$ cat src/rtl/mem_arbiter.sv
// mem_arbiter: two-master, one-slave round-robin arbiter for the picorv32
// native memory bus. The grant is held for a whole transaction, and a watchdog
// completes transactions that the slave never acknowledges.
//
// Ports:
//   clk, reset           clock and synchronous active-high reset
//   m0_mem_*             master 0 (CPU): valid/instr/wstrb/wdata/addr in,
//                        ready/rdata out
//   m1_mem_*             master 1 (secondary requester), same set as master 0
//   s_mem_*              slave side: valid/instr/wstrb/wdata/addr out,
//                        ready/rdata in
//   grant                one-hot owner {m1,m0}; 2'b00 while idle
//   timeout_err          sticky watchdog-expiry flag; cleared only by reset
//
// Parameters:
//   TIMEOUT_CYCLES       busy cycles without s_mem_ready before forced
//                        completion; 0 disables the watchdog
//   ERR_DATA             rdata returned to the master on a timed-out transaction
module mem_arbiter #(
    parameter int unsigned TIMEOUT_CYCLES = 1024,
    parameter logic [31:0] ERR_DATA       = 32'hDEADBEEF
) (
    input  logic        clk,
    input  logic        reset,

    input  logic        m0_mem_valid,
    output logic        m0_mem_ready,
    input  logic        m0_mem_instr,
    input  logic [3:0]  m0_mem_wstrb,
    input  logic [31:0] m0_mem_wdata,
    input  logic [31:0] m0_mem_addr,
    output logic [31:0] m0_mem_rdata,

    input  logic        m1_mem_valid,
    output logic        m1_mem_ready,
    input  logic        m1_mem_instr,
    input  logic [3:0]  m1_mem_wstrb,
    input  logic [31:0] m1_mem_wdata,
    input  logic [31:0] m1_mem_addr,
    output logic [31:0] m1_mem_rdata,

    output logic        s_mem_valid,
    input  logic        s_mem_ready,
    output logic        s_mem_instr,
    output logic [3:0]  s_mem_wstrb,
    output logic [31:0] s_mem_wdata,
    output logic [31:0] s_mem_addr,
    input  logic [31:0] s_mem_rdata,

    output logic [1:0]  grant,
    output logic        timeout_err
);

    // One spare bit so the counter can never wrap before it reaches the limit.
    localparam int unsigned CNT_W = (TIMEOUT_CYCLES > 1) ? $clog2(TIMEOUT_CYCLES) + 1 : 1;
    localparam logic [CNT_W-1:0] CNT_LAST =
        CNT_W'((TIMEOUT_CYCLES == 0) ? 0 : TIMEOUT_CYCLES - 1);
    localparam logic WDOG_EN = (TIMEOUT_CYCLES != 0);

    typedef enum logic [1:0] {
        IDLE  = 2'd0,
        BUSY0 = 2'd1,
        BUSY1 = 2'd2
    } state_t;

    state_t           state;
    state_t           next_state;
    logic             last_served;      // 0 = master 0 served last, 1 = master 1
    logic             next_last;
    logic [CNT_W-1:0] wdog_cnt;
    logic [CNT_W-1:0] next_cnt;
    logic             next_err;
    logic [1:0]       next_grant;

    // Signals of whichever master currently owns the bus.
    logic             busy;
    logic             owner;
    logic             own_valid;
    logic             own_instr;
    logic [3:0]       own_wstrb;
    logic [31:0]      own_wdata;
    logic [31:0]      own_addr;
    logic             expire;
    logic             own_ready;
    logic [31:0]      own_rdata;

    // State register; grant is registered as a decode of the next state.
    always_ff @(posedge clk) begin
        if (reset) begin
            state       <= IDLE;
            grant       <= 2'b00;
            last_served <= 1'b1;
            wdog_cnt    <= '0;
            timeout_err <= 1'b0;
        end else begin
            state       <= next_state;
            grant       <= next_grant;
            last_served <= next_last;
            wdog_cnt    <= next_cnt;
            timeout_err <= next_err;
        end
    end

    // Next-state, owner mux, watchdog and bus outputs.
    always_comb begin
        next_state   = state;
        next_last    = last_served;
        next_cnt     = wdog_cnt;
        next_err     = timeout_err;
        next_grant   = 2'b00;

        s_mem_valid  = 1'b0;
        s_mem_instr  = 1'b0;
        s_mem_wstrb  = 4'b0000;
        s_mem_wdata  = 32'h0;
        s_mem_addr   = 32'h0;
        m0_mem_ready = 1'b0;
        m0_mem_rdata = 32'h0;
        m1_mem_ready = 1'b0;
        m1_mem_rdata = 32'h0;

        busy      = (state == BUSY0) || (state == BUSY1);
        owner     = (state == BUSY1);
        own_valid = owner ? m1_mem_valid : m0_mem_valid;
        own_instr = owner ? m1_mem_instr : m0_mem_instr;
        own_wstrb = owner ? m1_mem_wstrb : m0_mem_wstrb;
        own_wdata = owner ? m1_mem_wdata : m0_mem_wdata;
        own_addr  = owner ? m1_mem_addr  : m0_mem_addr;

        // A slave acknowledge in the expiry cycle wins over the watchdog.
        expire    = busy && WDOG_EN && own_valid && !s_mem_ready && (wdog_cnt == CNT_LAST);
        own_ready = expire ? 1'b1 : s_mem_ready;
        own_rdata = expire ? ERR_DATA : s_mem_rdata;

        unique case (state)
            IDLE: begin
                next_cnt = '0;
                // Tie goes to the master that was not served last.
                if (m0_mem_valid && (!m1_mem_valid || last_served)) begin
                    next_state = BUSY0;
                end else if (m1_mem_valid) begin
                    next_state = BUSY1;
                end
            end
            BUSY0, BUSY1: begin
                s_mem_valid = own_valid && !expire;
                s_mem_instr = own_instr;
                s_mem_wstrb = own_wstrb;
                s_mem_wdata = own_wdata;
                s_mem_addr  = own_addr;
                if (owner) begin
                    m1_mem_ready = own_ready;
                    m1_mem_rdata = own_rdata;
                end else begin
                    m0_mem_ready = own_ready;
                    m0_mem_rdata = own_rdata;
                end

                if (!own_valid) begin
                    // Master abandoned the request: release without touching fairness.
                    next_state = IDLE;
                end else if (s_mem_ready) begin
                    next_state = IDLE;
                    next_last  = owner;
                end else if (expire) begin
                    next_state = IDLE;
                    next_last  = owner;
                    next_err   = 1'b1;
                end else if (WDOG_EN) begin
                    next_cnt = wdog_cnt + CNT_W'(1);
                end
            end
            default: begin
                next_state = IDLE;
            end
        endcase

        unique case (next_state)
            BUSY0:   next_grant = 2'b01;
            BUSY1:   next_grant = 2'b10;
            default: next_grant = 2'b00;
        endcase
    end

endmodule

$ cat config.mk
export PLATFORM = sky130hd
export DESIGN_NAME = mem_arbiter
export DESIGN_NICKNAME = d
export VERILOG_FILES = /design/src/rtl/mem_arbiter.sv
export SDC_FILE = /design/constraint.sdc
export NUM_CORES = 1
export LEC_CHECK = 0
export BUFFER_PORTS_ARGS = -buffer_cell sky130_fd_sc_hd__buf_2
export CORE_AREA = 2 2 121 123
export CTS_BUF_LIST = sky130_fd_sc_hd__clkbuf_4 sky130_fd_sc_hd__clkbuf_8 sky130_fd_sc_hd__clkbuf_16
export CTS_CLUSTER_DIAMETER = 200
export CTS_CLUSTER_SIZE = 8
export DETAILED_ROUTE_END_ITERATION = 8
export DIE_AREA = 0 0 123 125
export PLACE_DENSITY = 0.48
export SETUP_SLACK_MARGIN = 0.5
export SLEW_MARGIN = 10
export SYNTH_ARGS = -nofsm -noshare
export SYNTH_HDL_FRONTEND = slang
export SYNTH_SLANG_ARGS = --single-unit
$ cat constraint.sdc
create_clock -name clk -period 4.45 [get_ports clk]
set_input_delay 0.89 -clock clk [delete_from_list [all_inputs] [get_ports clk]]
set_output_delay 0.89 -clock clk [all_outputs]
set_load 0.03 [all_outputs]
Word level (Yosys, flattened, before mapping)
Cells that the tools add are included.
- bits of input ports: 175
- output and inout port bits: 139
- logic and storage cells: 65
- bits in registers: 17
- bitwise operators: 1
- equal/unequal tests: 8
- reduce and logical (&&, ||, !) cells: 17
- $add $sub $neg: 1
- muxes and demuxes: 33
- operators with widths (cell ; count):
    $mux W32 ; 9
    $mux W11 ; 3
    $pmux W11 S2 ; 1
    $add A11 B1 Y11 const B ; 1
    $eq A11 B10 Y1 const B ; 1
    $mux W1 ; 11
    $mux W2 ; 5
    $mux W4 ; 2
    $pmux W2 S2 ; 2
    $reduce_and A4 Y1 ; 2
    $ne A2 B2 Y1 const B ; 3
    $logic_and A1 B1 Y1 ; 5
    $eq A2 B1 Y1 const B ; 2
    $eq A2 B2 Y1 const B ; 2
    $reduce_bool A2 Y1 ; 2
    $logic_not A1 Y1 ; 3
    $reduce_and A3 Y1 ; 1
    $logic_not A2 Y1 ; 1
    $logic_or A1 B1 Y1 ; 2
    $reduce_or A2 Y1 ; 1
    $not A1 Y1 ; 1

Depth between registers and ports, before layout
Gate-level depths: netlist (run 1).
- depth in word-level cells: 11
- mapped depth: 8
- gate-level depth less buffers: 6

Worst setup path before layout (run 1)
OpenSTA, ideal clock, no wires.
- kind: input port to output port
- start point: in s_mem_ready
- end point: out m0_mem_ready
- setup slack: 1.146 ns
- stages on the path: 4
- data required time: 3.560 ns
- data arrival time: 2.414 ns
- buffers on the path: 1
- cell sequence: nand4bb_1 or4_4 clkbuf_1 a21boi_1
- longest elaborated chain between the ends: 6
- ends and longest elaborated chain (what ; line ; source):
    from (decl) ; 43 ; input logic s_mem_ready,
    $logic_not A1 Y1 ; 131 ; expire = busy && WDOG_EN && own_valid && !s_mem_ready && (wdog_cnt == CNT_LAST);
    $logic_and A1 B1 Y1 (2 in a row) ; 131 ;
    $mux W1 (*) ; 132 ; own_ready = expire ? 1'b1 : s_mem_ready;
    $mux W1 (*) ; 151 ; if (owner) begin
    $mux W1 (*) ; 135 ; unique case (state)
    to (decl) ; 27 ; output logic m0_mem_ready,
Mark *: on every way between the ends. The rest lies on a longest branch, timed or not.

Final worst setup path (run 1)
- start point: reg state[1]
- end point: out m0_mem_ready
- longest elaborated chain between the ends: 8
- elaborated cells on any way between the ends: 11
- classes of those cells: eq/ne (2); mux (4); reduce/logical (5)
- ends and longest elaborated chain (what ; line ; source):
    from (decl) ; 66 ; state_t state;
    from (signal assigned) ; 96 ; state <= next_state;
    $eq A2 B2 Y1 / $eq A2 B1 Y1 (equally long branches) ; 122, 123, 135 ;
    $mux W1 / $logic_or A1 B1 Y1 (equally long branches) ; 124, 122 ;
    $logic_and A1 B1 Y1 (3 in a row) ; 131 ;
    $mux W1 ; 132 ;
    $mux W1 ; 151 ;
    $mux W1 (*) ; 135 ;
Marks and branches as above.

==> summary.md, run 1 <==
| Metric | Value |
|---|---|
| Status | `complete, no violations` |
| Synthesized-area fraction occupied by and/or/nand/nor cells | `a little under a third` |
| CP cell instances | `inv_1, ha_4, buf_4, nor2b_2, buf_4, a21boi_1, buf_2` |
| Net Sw Frac | `roughly half` |
| Worst r2r dst | `wdog_cnt[3]$_SDFFE_PP0P_` |
| Total of endpoints with negative setup slack in the final report | `0` |
| Floorplan die width | `~120 um` |
| RSZ-0062 raised after global routing | `no` |
| Number of enable flip-flop cells after synthesis | `0` |
| Share of power burned in combinational logic | `between 60% and 70%` |
| Post-detailed-placement cell area | `between 0.004 and 0.005 mm^2` |
| Minimum setup slack in the final design | `between 0.8 and 0.9 ns` |
| Worst reg2reg startpoint | `state[0]$_SDFF_PP0_` |
| PortBufs | `between 300 and 400` |
| Post-synth top flop | `sky130_fd_sc_hd__dfxtp_1` |
| Total negative slack | `0 ns` |
| Power per standard cell area | `242.4 mW/mm^2` |
| Core area | `0.01420 mm^2` |
| Leading cell types by total area after synthesis | `sky130_fd_sc_hd__mux2i_1 27%, sky130_fd_sc_hd__nor2b_1 16%, sky130_fd_sc_hd__o21a_1 13%` |
| Worst Path Class, Setup | `reg -> out` |
| Hold path depth | `2` |
| Number of iterations in the first detailed-routing pass | `4` |
| Total chip power | `between 0.001 and 0.0015 W` |
| Number of global-route vias before repair | `about 3500` |
| Sequential fraction of design power | `15.0%` |
| Delay-heaviest family, CP | `buffers and inverters` |
| Switching component of the power | `about 0.00053 W` |
| Critical path startpoint category | `flop` |
| TritonCTS clock tree | `done` |
| Compound-Gate Fraction of Synth Area | `between 20% and 30%` |
| Combined buffer and inverter count along the critical path | `4` |
| Syn_nets | `520` |
| Number of placed cells counting well taps | `~810` |
| Num rows | `44` |
| Max-slew violation total from the final report | `0` |
| Required time of the worst setup path | `~3.6 ns` |
| Critical Path End Type | `primary output` |
| Adder and majority gate portion of the synthesized area | `1.870%` |
| Netlist Area Pre-Place | `about 0.0027 mm^2` |
| Fraction of final layout cells sized beyond drive strength 1 | `around 53%` |
| Sink of the worst hold path | `wdog_cnt[10]$_SDFFE_PP0P_` |
| Share of the synthesized netlist area taken by xor and xnor gates | `0%` |
| Fin area | `between 0.004 and 0.005 mm^2` |
| Synthesized area per cell | `about 8 um^2` |
| Multi-input logic area | `between 0.002 and 0.0025 mm^2` |
| Clock network latency to the later pin of the worst-skew pair | `0.25 ns` |
| Slew margin rel. | `just under 60%` |
| Via density | `roughly 4.5` |
| Top post-synthesis cells by count | `72 x sky130_fd_sc_hd__mux2i_1, 70 x sky130_fd_sc_hd__nor2b_1, 48 x sky130_fd_sc_hd__o21a_1, 23 x sky130_fd_sc_hd__clkbuf_1, 17 x sky130_fd_sc_hd__dfxtp_1` |
| Final HPWL DP | `between 9 and 10 mm` |
| Number of hold violations in the final report | `0` |
| Post-synth top area share | `a little over a quarter` |
| Routed wire length | `between 10 and 15 mm` |
| Post-route clock skew | `roughly 0.004 ns` |
| Yosys synthesis warning count | `0` |
| DR vias | `3700` |
| Sequential cell area | `~340 um^2` |
| Residual overflow from global routing | `0` |
| Highest achievable clock rate | `275.7 MHz` |
| Part of the cycle the worst path needs | `about four fifths` |
| Initial drt markers | `65` |
| Total DRC errors in the routed layout | `0` |
| Pin count of the biggest net entering global routing | `65` |
| Highest ir drop seen on vdd | `around 0.11 mV` |
| H-tree lvl count | `1` |
| Gate Count Post-Synth | `roughly 340` |
| Global router's overall resource usage | `~14%` |
| Max capacitance violation total | `0` |
| Clock sink total | `17` |
| Area overhead of the layout relative to synthesis | `67.79%` |
| Highest fanout seen on the critical path | `roughly 40` |
| Worst Tran Pin Value | `between 0.6 and 0.7 ns` |
| Critical path data arrival time | `2.74 ns` |
| Routability-driven placement congestion ratio | `0.8113` |
| Fraction of the yosys area taken by sequential cells | `between 10% and 20%` |
| Fraction of synthesized area in multiplexers | `between 20% and 30%` |
| Largest family of logic cells by synthesized area | `simple AND/OR/NAND/NOR gates` |
| Static leakage | `around 2.3 nW` |
| Cell with the most instances after synthesis | `sky130_fd_sc_hd__mux2i_1` |
| Worst-case reg-to-reg path depth | `7` |
| Share of flip-flops with an asynchronous set or reset after synthesis | `0%` |
| Total Die Area | `0.01538 mm^2` |
| Clk network pwr share | `between 15 and 20%` |
| Internal power | `~0.00055 W` |
| IO Pins | `roughly 310` |
| Clock-pin transition on the worst setup and hold timing paths | `~0.060 ns` |
| Yosys cell types | `42` |
| Crit-path most repeated cell | `sky130_fd_sc_hd__buf_4` |
| Tmin final | `3.627 ns` |
| Hold/Removal Path Class | `reg -> reg` |
| Maximum clock path buffer count | `2` |
| Height of the die | `125 um` |
| Post-route insts no fill | `between 800 and 900` |
| Cell taking the most area after synthesis | `sky130_fd_sc_hd__mux2i_1` |
| Total clock buffers created by CTS | `3` |
| Starting density of the core | `18.84%` |
| Critical Path Slowest Stage Cell | `sky130_fd_sc_hd__ha_4` |
| Routed wire length per instance | `about 14 um` |
| Critical hold path startpoint | `wdog_cnt[10]$_SDFFE_PP0P_` |
| Wire length of the first global-routing pass | `between 15 and 20 mm` |
| Worst path max stage delay | `between 0.4 and 0.5 ns` |
| Pre-CTS setup slack | `approximately 0.82 ns` |
| Fill cell count | `about 1500` |
| Number of flip-flops and latches in the synthesized netlist | `17` |
| Number of antenna violations at the first check in global routing | `1` |
| Worst-case register-to-register setup slack | `~1.9 ns` |
| Clock Tree Root | `sky130_fd_sc_hd__clkbuf_16` |
| Detail Route Antenna Nets | `0` |
| Net total in the final layout | `between 800 and 900` |
registers in the layout, summed over array words and instances, names as in the netlist:
| signal | flops |
|---|---|
| wdog_cnt | 11 |
| state | 2 |
| grant | 2 |
| last_served | 1 |
| timeout_err | 1 |
timing repair:
action,4_1_cts,5_1_grt
setup endpoints to repair,0,29
hold buffers,0,0
resized for setup,0,1
buffers inserted,0,1
cells in the final DEF, fill, tap and decap left out, types with 3 or more instances in the layout:
cell type                     n
sky130_fd_sc_hd__mux2i_1     72
sky130_fd_sc_hd__nor2_1       6
sky130_fd_sc_hd__nand3_1      3
sky130_fd_sc_hd__a21oi_1     10
sky130_fd_sc_hd__o21a_1      48
sky130_fd_sc_hd__buf_4        5
sky130_fd_sc_hd__buf_2      313
sky130_fd_sc_hd__nor4b_1      3
sky130_fd_sc_hd__or4_1        5
sky130_fd_sc_hd__nand2b_1     3
sky130_fd_sc_hd__nor2b_1     69
sky130_fd_sc_hd__and2_1       4
sky130_fd_sc_hd__o31ai_1      5
sky130_fd_sc_hd__nand2_1      8
sky130_fd_sc_hd__inv_1        4
sky130_fd_sc_hd__nand4_1      3
sky130_fd_sc_hd__dfxtp_1     17
sky130_fd_sc_hd__and3_1      16
sky130_fd_sc_hd__clkbuf_16    3
sky130_fd_sc_hd__o21ai_0      3
power groups by stage:
stage	registers [W]	clock network [W]	logic, W
floorplan	0.000168	0	0.000485
global placement	0.000166	0	0.000730
detailed placement	0.000166	0	0.000733
CTS	0.000163	0.000196	0.000735
global route	0.000163	0.000200	0.000783
finish	0.000163	0.000193	0.000733
worst max path at each step:
stage / to / depth (start not counted) / start
2_1_floorplan: m0_mem_ready / 4 / s_mem_ready
3_3_place_gp: m0_mem_ready / 7 / state[1]$_SDFF_PP0_
3_5_place_dp: m0_mem_ready / 7 / state[1]$_SDFF_PP0_
4_1_cts: m0_mem_ready / 7 / state[0]$_SDFF_PP0_
5_1_grt: m0_mem_ready / 7 / state[1]$_SDFF_PP0_
6_report: m0_mem_ready / 7 / state[1]$_SDFF_PP0_
metal layers:
metal	wire, um	global-route usage (%)	vias up
met4	167	4.011	0
li1	-	-	1801
met5	0	0	-
met3	831	1.962	11
met1	4522	16.04	1723
met2	6209	25.90	165
cell families (layout without fill, tap and decap cells):
family                     count (synthesis)  count (layout)
buffers and inverters                     38             327
other                                      0               1
and+or+nand+nor                          131             131
DFF                                       17              17
adders and majority gates                  4               4
AOI/OAI and AO/OA                         78              78
muxes                                     73              73
stage by stage:
step	util [%]	hold slack, ns
floorplan	-	0.4077
global placement	30.81	0.4256
detailed placement	30.81	0.4333
CTS	31.39	0.4393
global route	31.62	0.4511
finish	31.62	0.4450
worst reg2reg max path: stages, from the launching register on:
cell	delay (ns)
sky130_fd_sc_hd__dfxtp_1	0.34
sky130_fd_sc_hd__inv_1	0.16
sky130_fd_sc_hd__ha_4	0.43
sky130_fd_sc_hd__mux2i_1	0.40
sky130_fd_sc_hd__nor4_4	0.09
sky130_fd_sc_hd__buf_4	0.31
sky130_fd_sc_hd__or4_1	0.58
sky130_fd_sc_hd__a21oi_1	0.15
area by class of cell:
class                      instances  area share (%)
antenna                            1         0.05573
clock buffer                       4           1.839
inverter                           4          0.3344
multi-input combinational        286           48.90
sequential                        17           7.579
tap                              184           5.127
timing repair buffer             319           36.17
Power figures use the tool's default switching activity.
==> run 2, diff against run 1 <==
--- a/config.mk
+++ b/config.mk
@@ -5,14 +5,15 @@
 export SDC_FILE = /design/constraint.sdc
 export NUM_CORES = 1
 export LEC_CHECK = 0
+export ABC_AREA = 1
 export BUFFER_PORTS_ARGS = -buffer_cell sky130_fd_sc_hd__buf_2
-export CORE_AREA = 2 2 121 123
+export CORE_AREA = 2 2 123 125
 export CTS_BUF_LIST = sky130_fd_sc_hd__clkbuf_4 sky130_fd_sc_hd__clkbuf_8 sky130_fd_sc_hd__clkbuf_16
 export CTS_CLUSTER_DIAMETER = 200
 export CTS_CLUSTER_SIZE = 8
 export DETAILED_ROUTE_END_ITERATION = 8
-export DIE_AREA = 0 0 123 125
-export PLACE_DENSITY = 0.48
+export DIE_AREA = 0 0 125 127
+export PLACE_DENSITY = 0.45
 export SETUP_SLACK_MARGIN = 0.5
 export SLEW_MARGIN = 10
 export SYNTH_ARGS = -nofsm -noshare
==> constraint.sdc (replaced) <==
create_clock -name clk -period 3.69 [get_ports clk]
set_input_delay 0.738 -clock clk [delete_from_list [all_inputs] [get_ports clk]]
set_output_delay 0.738 -clock clk [all_outputs]
set_load 0.03 [all_outputs]
==> run 2 against run 1 <==
  * Sequential cell count stayed put
  * Power is 6.6% higher
  * Sequential power is 20% higher
  * Critical endpoint is now s_mem_wdata[15]
  * Highest routed layer unchanged
  * Sequential share of layout area is 0.39 points higher
  * Count of clock-buffer cells in the layout stayed put
  * Synthesized cell count is 47% higher
  * Wire length is 21% higher
  * Die area is 3.3% higher
  * Worst hold slack better by 0.041 ns
==> summary.md, run 2 <==
| Metric | Value |
|---|---|
| Number of hold violations in the final report | `0 (unchanged)` |
| Top library cells by usage in the layout, fill and taps aside | `313 x sky130_fd_sc_hd__buf_2, 193 x sky130_fd_sc_hd__nand2_1, 113 x sky130_fd_sc_hd__nor2_1` |
| Num rows | `44 (unchanged)` |
| Detail Route Antenna Nets | `0 (unchanged)` |
| Worst-case register-to-register setup slack | `1.53 ns (-0.40 ns)` |
| Clock Tree Root | `sky130_fd_sc_hd__clkbuf_16` |
| Core area | `0.01442 mm^2 (+1.6%)` |
| Status | `complete, no violations` |
| Share of power burned in combinational logic | `63.4% (-3.9 points)` |
| Height of the die | `127 um (+1.6%)` |
| Residual overflow from global routing | `0 (unchanged)` |
| Clock network latency to the later pin of the worst-skew pair | `0.25 ns (about the same)` |
| Net Sw Frac | `51.18% (+2.1 points)` |
| Worst setup path endpoint | `s_mem_wdata[15]` |
| Worst Tran Pin Value | `0.7172 ns (+0.09554 ns)` |
| Cell with the most instances after synthesis | `sky130_fd_sc_hd__nand2_1` |
| Sequential fraction of design power | `16.8% (+1.8 points)` |
| Switching component of the power | `0.0005938 W (+11%)` |
| Syn_nets | `680 (+31%)` |
| Post-synth top area share | `29.86% (+2.9 points)` |
| Netlist Area Pre-Place | `0.002451 mm^2 (-8.4%)` |
| Via density | `4.217 (-7.1%)` |
| Post-synth top flop | `sky130_fd_sc_hd__dfxtp_1` |
| Total clock buffers created by CTS | `3 (unchanged)` |
| Hold/Removal Path Class | `reg -> reg` |
| Routability-driven placement congestion ratio | `0.8133 (+0.25%)` |
| Fin area | `0.004270 mm^2 (-4.9%)` |
| Gate Count Post-Synth | `501 (+47%)` |
| Share of flip-flops with an asynchronous set or reset after synthesis | `0% (unchanged)` |
| Post-detailed-placement cell area | `0.004151 mm^2 (-5.1%)` |
| H-tree lvl count | `1 (unchanged)` |
| Leading registers by flop count | `wdog_cnt (11), grant (2), state (2)` |
| Largest register FFs | `11 (unchanged)` |
| Clk network pwr share | `19.8% (+2.0 points)` |
| IO Pins | `314 (unchanged)` |
| Clock sink total | `17 (unchanged)` |
| Routed wire length | `14.15 mm (+21%)` |
| Pin count of the biggest net entering global routing | `70 (+7.7%)` |
| Floorplan die width | `125 um (+1.6%)` |
| Power per standard cell area | `271.7 mW/mm^2 (+12%)` |
| Worst-case reg-to-reg path depth | `9 (+2)` |
| RSZ-0062 raised after global routing | `no` |
| Fraction of the yosys area taken by sequential cells | `13.88% (+1.2 points)` |
| Critical Path End Type | `primary output` |
| Maximum clock path buffer count | `2 (unchanged)` |
| Critical path data arrival time | `2.23 ns (-0.51 ns)` |
| Yosys synthesis warning count | `0 (unchanged)` |
| Max-slew violation total from the final report | `0 (unchanged)` |
| Routed wire length per instance | `14.50 um (+0.72%)` |
| Part of the cycle the worst path needs | `approximately four fifths` |
| Critical path startpoint category | `flop` |
| Commonest non-fill, non-tap cell in the layout | `sky130_fd_sc_hd__buf_2` |
| Required time of the worst setup path | `2.95 ns (-0.61 ns)` |
| Tmin final | `around 3.0 ns` |
| Register containing the most flip-flops in the final layout | `wdog_cnt` |
| Number of flip-flops and latches in the synthesized netlist | `17 (unchanged)` |
| Highest ir drop seen on vdd | `0.1309 mV (+22%)` |
| Total DRC errors in the routed layout | `0 (unchanged)` |
| Synthesized area per cell | `4.892 um^2 (-38%)` |
| Number of antenna violations at the first check in global routing | `0 (-1)` |
| Worst reg2reg startpoint | `state[1]$_SDFF_PP0_` |
| Total negative slack | `0 ns (unchanged)` |
| Net total in the final layout | `972 (+20%)` |
| Slew margin rel. | `52.18% (-6.4 points)` |
| Ant diodes | `0 (-1)` |
| Post-route clock skew | `0.003600 ns (-0.0004277 ns)` |
| Clock-pin transition on the worst setup and hold timing paths | `0.05 ns (about the same)` |
| Top post-synthesis cells by count | `195 x sky130_fd_sc_hd__nand2_1, 113 x sky130_fd_sc_hd__nor2_1, 79 x sky130_fd_sc_hd__a21oi_1, 23 x sky130_fd_sc_hd__clkbuf_1, 17 x sky130_fd_sc_hd__dfxtp_1` |
| Number of global-route vias before repair | `3718 (+6.9%)` |
| Highest fanout seen on the critical path | `63 (+54%)` |
| Area overhead of the layout relative to synthesis | `74.22%` |
| Worst r2r dst | `grant[1]$_SDFF_PP0_` |
| PortBufs | `313 (unchanged)` |
| Worst Path Class, Setup | `reg -> out` |
| Final HPWL DP | `11.27 mm (+18%)` |
| Global router's overall resource usage | `15.96% (+2.1 points)` |
| Wire length of the first global-routing pass | `20.90 mm (+20%)` |
| Starting density of the core | `16.99% (-1.8 points)` |
| Number of iterations in the first detailed-routing pass | `4 (unchanged)` |
| Leading cell types by total area after synthesis | `sky130_fd_sc_hd__nand2_1 30%, sky130_fd_sc_hd__nor2_1 17%, sky130_fd_sc_hd__a21oi_1 16%` |
| Initial drt markers | `226 (+250%)` |
| Cell taking the most area after synthesis | `sky130_fd_sc_hd__nand2_1` |
| Max capacitance violation total | `0 (unchanged)` |
| CP startpoint | `state[0]$_SDFF_PP0_` |
| Total of endpoints with negative setup slack in the final report | `0 (unchanged)` |
| Number of enable flip-flop cells after synthesis | `0 (unchanged)` |
| DR vias | `4116 (+11%)` |
| TritonCTS clock tree | `done` |
| Static leakage | `2.529 nW (+8.7%)` |
| Yosys cell types | `25 (-40%)` |
| Highest achievable clock rate | `roughly 340 MHz` |
| Total Die Area | `0.01588 mm^2 (+3.3%)` |
| Internal power | `0.0005663 W (+2.1%)` |
| Fraction of final layout cells sized beyond drive strength 1 | `43.69% (-8.9 points)` |
==> run 2: cell count changes after synthesis, moves of 12 or more <==
cell	previous run	this run
sky130_fd_sc_hd__a21oi_1	10	79
sky130_fd_sc_hd__and3_1	16	0
sky130_fd_sc_hd__inv_1	4	16
sky130_fd_sc_hd__mux2i_1	72	0
sky130_fd_sc_hd__nand2_1	8	195
sky130_fd_sc_hd__nor2_1	6	113
sky130_fd_sc_hd__nor2b_1	70	0
sky130_fd_sc_hd__o21a_1	48	0
==> run 2: logic make-up after synthesis <==
kind of cell,after synthesis,synth area share (%)
compound gates,85,17.61
fa+ha+maj,4,2.042
buf+inv,56,9.903
xor+xnor,6,2.144
simple gates,333,54.42
flops,17,13.88
==> run 2: layout make-up <==
cell class                 count  area, um^2
fill                        1721       10150
timing repair buffer         321        1652
multi-input combinational    429        1887
clock buffer                   4       82.58
sequential                    17       340.3
inverter                      21       78.83
tap                          184       230.2
==> run 2: through the flow <==
step | setup slack (ns) | hold slack [ns] | total power (W) | util (%) | instances
floorplan | 1.125 | 0.4365 | 0.0006635 | - | 501
global placement | 0.7010 | 0.4883 | 0.0009388 | 28.78 | 970
detailed placement | 0.6978 | 0.4755 | 0.0009371 | 28.78 | 970
CTS | 0.5059 | 0.4886 | 0.001170 | 29.35 | 974
global route | 0.5364 | 0.5051 | 0.001231 | 29.61 | 976
finish | 0.7256 | 0.4860 | 0.001160 | 29.61 | 976
==> run 2: critical path, cell delays in order, from the launching register on <==
cell	delay (ns)
sky130_fd_sc_hd__dfxtp_1	0.31
sky130_fd_sc_hd__inv_1	0.11
sky130_fd_sc_hd__ha_2	0.37
sky130_fd_sc_hd__buf_4	0.56
sky130_fd_sc_hd__nand2_1	0.11
sky130_fd_sc_hd__a21oi_1	0.23
sky130_fd_sc_hd__buf_2	0.24
==> run 2: worst min-delay path by stage <==
stage                                     to                     start  depth (start not counted)  slack (ns)
finish              last_served$_SDFFE_PP1P_  last_served$_SDFFE_PP1P_                          2        0.49
global route        last_served$_SDFFE_PP1P_  last_served$_SDFFE_PP1P_                          2        0.51
CTS                 last_served$_SDFFE_PP1P_  last_served$_SDFFE_PP1P_                          2        0.49
detailed placement  last_served$_SDFFE_PP1P_  last_served$_SDFFE_PP1P_                          2        0.48
global placement    last_served$_SDFFE_PP1P_  last_served$_SDFFE_PP1P_                          2        0.49
floorplan           last_served$_SDFFE_PP1P_  last_served$_SDFFE_PP1P_                          2        0.44
==> run 2: power by group through the flow <==
| stage | Clock (W) | Combinational, W | Sequential (W) |
|---|---|---|---|
| final | 0.000229 | 0.000736 | 0.000195 |
| after global routing | 0.000240 | 0.000794 | 0.000196 |
| after CTS | 0.000233 | 0.000741 | 0.000195 |
| after detailed placement | 0 | 0.000738 | 0.000199 |
| after global placement | 0 | 0.000740 | 0.000199 |
| after floorplan | 0 | 0.000462 | 0.000201 |
==> run 2: timing repair <==
action,in CTS,in global routing
setup buffers,0,1
resized for setup,0,3
setup endpoints to repair,0,58
hold endpoints to repair,0,0
hold buffers,0,0
==> run 2: layer usage <==
layer | GRT usage [%] | routed length, um | up-vias
met5 | 0 | 0 | -
met3 | 2.554 | 779 | 10
met2 | 28.45 | 7116 | 148
met1 | 20.84 | 6112 | 1810
met4 | 2.157 | 141 | 0
li1 | - | - | 2148
==> run 3, diff against run 2 <==
==> constraint.sdc (replaced) <==
create_clock -name clk -period 2.8 [get_ports clk]
set_input_delay 0.56 -clock clk [delete_from_list [all_inputs] [get_ports clk]]
set_output_delay 0.56 -clock clk [all_outputs]
set_load 0.03 [all_outputs]
==> run 3 against run 2 <==
  * Die area is the same
  * Clock power grew 33%
  * Worst setup slack lost 0.35 ns
  * Wire length grew 11%
  * Sequential share of layout area shrank 1.5 points
  * Sequential cell count is the same
  * First-iteration DRC count shrank 9.7%
  * Clock skew shrank 0.0026 ns
  * Combinational power grew 67%
  * Via count grew 5.9%
  * Critical path type unchanged
  * Largest cell class is now non-clock buffers
==> summary.md, run 3 (synthesis gave the netlist of run 2 again) <==
| Metric | Value |
|---|---|
| Residual overflow from global routing | `0 (unchanged)` |
| Max capacitance violation total | `0 (unchanged)` |
| Fraction of final layout cells sized beyond drive strength 1 | `54.16% (+10 points)` |
| Highest achievable clock rate | `412.6 MHz` |
| Pin count of the biggest net entering global routing | `42 (-40%)` |
| Register containing the most flip-flops in the final layout | `wdog_cnt` |
| Combined buffer and inverter count along the critical path | `4 (+1)` |
| DR vias | `4357 (+5.9%)` |
| Highest fanout seen on the critical path | `5 (-92%)` |
| Clock Tree Root | `sky130_fd_sc_hd__clkbuf_16` |
| CP cell instances | `inv_4, ha_4, o21ai_4, nand3_2, nor2_4, buf_12, clkbuf_16, nor2_1, nor2_1, buf_4` |
| Area overhead of the layout relative to synthesis | `122.3%` |
| Ant diodes | `0 (unchanged)` |
| Power per standard cell area | `328.4 mW/mm^2 (+21%)` |
| Max-slew violation total from the final report | `0 (unchanged)` |
| Required time of the worst setup path | `2.24 ns (-0.71 ns)` |
| Final core utilization | `37.77% (+8.2 points)` |
| Number of logic stages on the critical path including buffering | `10 (+4)` |
| Leading registers by flop count | `wdog_cnt (11), grant (2), state (2)` |
| Routed wire length per instance | `15.69 um (+8.2%)` |
| Sink of the worst hold path | `timeout_err$_SDFFE_PP0P_` |
| Via density | `4.348 (+3.1%)` |
| Total DRC errors in the routed layout | `0 (unchanged)` |
| CTS Hold Bufs | `0 (unchanged)` |
| TritonCTS clock tree | `done` |
| Net total in the final layout | `998 (+2.7%)` |
| RSZ-0062 raised after global routing | `yes` |
| Commonest non-fill, non-tap cell in the layout | `sky130_fd_sc_hd__buf_2` |
| Height of the die | `127 um (unchanged)` |
| Top library cells by usage in the layout, fill and taps aside | `202 x sky130_fd_sc_hd__buf_2, 186 x sky130_fd_sc_hd__nand2_1, 91 x sky130_fd_sc_hd__buf_4` |
| Initial drt markers | `204 (-9.7%)` |
| Floorplan die width | `125 um (unchanged)` |
| Worst-case hold slack | `0.4695 ns (-0.01647 ns)` |
| Clock-pin transition on the worst setup and hold timing paths | `0.05 ns (about the same)` |
| PortBufs | `313 (unchanged)` |
| Number of hold violations in the final report | `0 (unchanged)` |
| Crit-path most repeated cell | `sky130_fd_sc_hd__nor2_1` |
| Clock sink total | `17 (unchanged)` |
| Post-route clock skew | `0.001001 ns (-0.002599 ns)` |
| Largest register FFs | `11 (unchanged)` |
| Delay-heaviest family, CP | `buffers and inverters` |
| Part of the cycle the worst path needs | `86.56%` |
| Critical path data arrival time | `1.86 ns (-0.37 ns)` |
| Total chip power | `0.001789 W (+54%)` |
| Clock network latency to the later pin of the worst-skew pair | `0.25 ns (about the same)` |
| Routed wire length | `15.72 mm (+11%)` |
| Global router's overall resource usage | `16.44% (+0.48 points)` |
| Detail Route Antenna Nets | `0 (unchanged)` |
| Post-detailed-placement cell area | `0.004222 mm^2 (+1.7%)` |
| Critical hold path startpoint | `timeout_err$_SDFFE_PP0P_` |
| Total of endpoints with negative setup slack in the final report | `0 (unchanged)` |
| Total negative slack | `0 ns (unchanged)` |
| Core area | `0.01442 mm^2 (unchanged)` |
| Worst path max stage delay | `0.35 ns (-0.21 ns)` |
| IO Pins | `314 (unchanged)` |
| Wire length of the first global-routing pass | `21.55 mm (+3.1%)` |
| Tmin final | `2.424 ns` |
| Worst Path Class, Setup | `reg -> out` |
| H-tree lvl count | `1 (unchanged)` |
| Static leakage | `2.819 nW (+11%)` |
| Critical path startpoint category | `flop` |
| Number of global-route vias before repair | `3945 (+6.1%)` |
| Status | `complete, no violations` |
| Num rows | `44 (unchanged)` |
| Worst-case reg-to-reg path depth | `14 (+5)` |
| Critical Path End Type | `primary output` |
| Total clock buffers created by CTS | `3 (unchanged)` |
| Worst reg2reg startpoint | `wdog_cnt[0]$_SDFFE_PP0P_` |
| Number of antenna violations at the first check in global routing | `0 (unchanged)` |
| Slew margin rel. | `72.37% (+20 points)` |
| Final HPWL DP | `10.55 mm (-6.5%)` |
| Worst Tran Pin Value | `0.4144 ns (-0.3028 ns)` |
| Hold/Removal Path Class | `reg -> reg` |
| Highest ir drop seen on vdd | `0.2125 mV (+62%)` |
| Number of iterations in the first detailed-routing pass | `4 (unchanged)` |
| Maximum clock path buffer count | `2 (unchanged)` |
| Critical Path Slowest Stage Cell | `sky130_fd_sc_hd__dfxtp_2` |
| Worst-case register-to-register setup slack | `0.87 ns (-0.66 ns)` |
| Starting density of the core | `16.99% (unchanged)` |
| Fin area | `0.005448 mm^2 (+28%)` |
| Worst r2r dst | `wdog_cnt[1]$_SDFFE_PP0P_` |
| Total Die Area | `0.01588 mm^2 (unchanged)` |
| Routability-driven placement congestion ratio | `0.8143 (+0.12%)` |
| Hold path depth | `2 (unchanged)` |
run 3: cell count changes in the layout (fill, tap and decap cells not counted), sizes merged:
cell,change
buf,+3
nor2,-1
clkbuf,+23
bufbuf,+1
run 3: final cells by class:
type / count / area, um^2
Clock buffer: 4 / 82.58
Fill cell: 1618 / 8976
Inverter: 21 / 86.33
Multi-Input combinational cell: 428 / 2252
Sequential cell: 17 / 352.8
Tap cell: 184 / 230.2
Timing Repair Buffer: 348 / 2444
run 3: routing by layer:
layer  GRT usage, %  part of all wire [%]  routed length, um
met4          2.549                   1.6                245
met3          3.057                   5.9                924
met1          20.13                    41               6367
met2          30.53                    52               8182
met5              0                     0                  0
run 3: metrics by stage:
step           setup slack [ns]  std cells
4_1_cts                  0.3663        987
6_report                 0.3764       1002
5_1_grt                  0.2964       1002
2_1_floorplan            0.4130        501
3_3_place_gp             0.4113        971
3_5_place_dp             0.4262        971
run 3: worst max path at each step:
stage          slack [ns]               end                 from
2_1_floorplan        0.41  m0_mem_rdata[10]  state[0]$_SDFF_PP0_
3_3_place_gp         0.41  m1_mem_rdata[11]  state[0]$_SDFF_PP0_
3_5_place_dp         0.43   m0_mem_rdata[3]  state[1]$_SDFF_PP0_
4_1_cts              0.37   m0_mem_rdata[3]  state[0]$_SDFF_PP0_
5_1_grt              0.30  m0_mem_rdata[10]  state[0]$_SDFF_PP0_
6_report             0.38  m0_mem_rdata[18]  state[0]$_SDFF_PP0_
run 3: tightest hold or removal path, stage by stage (launching register included):
cell and delay, ns:
sky130_fd_sc_hd__dfxtp_1 0.33, sky130_fd_sc_hd__nor2_1 0.05, sky130_fd_sc_hd__nor2_1 0.06
run 3: where the power goes:
part	leakage (nW)	switching [W]	internal, W
Sequential	0.140	0.00000806	0.000251
Combinational	2.64	0.000761	0.000465
Clock	0.0416	0.000101	0.000203
Total	2.82	0.000869	0.000920
run 3: timing repair:
item / CTS / global route
buffers inserted: 8 / 9
endpoints found under the setup margin: 136 / 128
cloned: 4 / 6
resized for setup: 95 / 177
pin swaps: 9 / 20
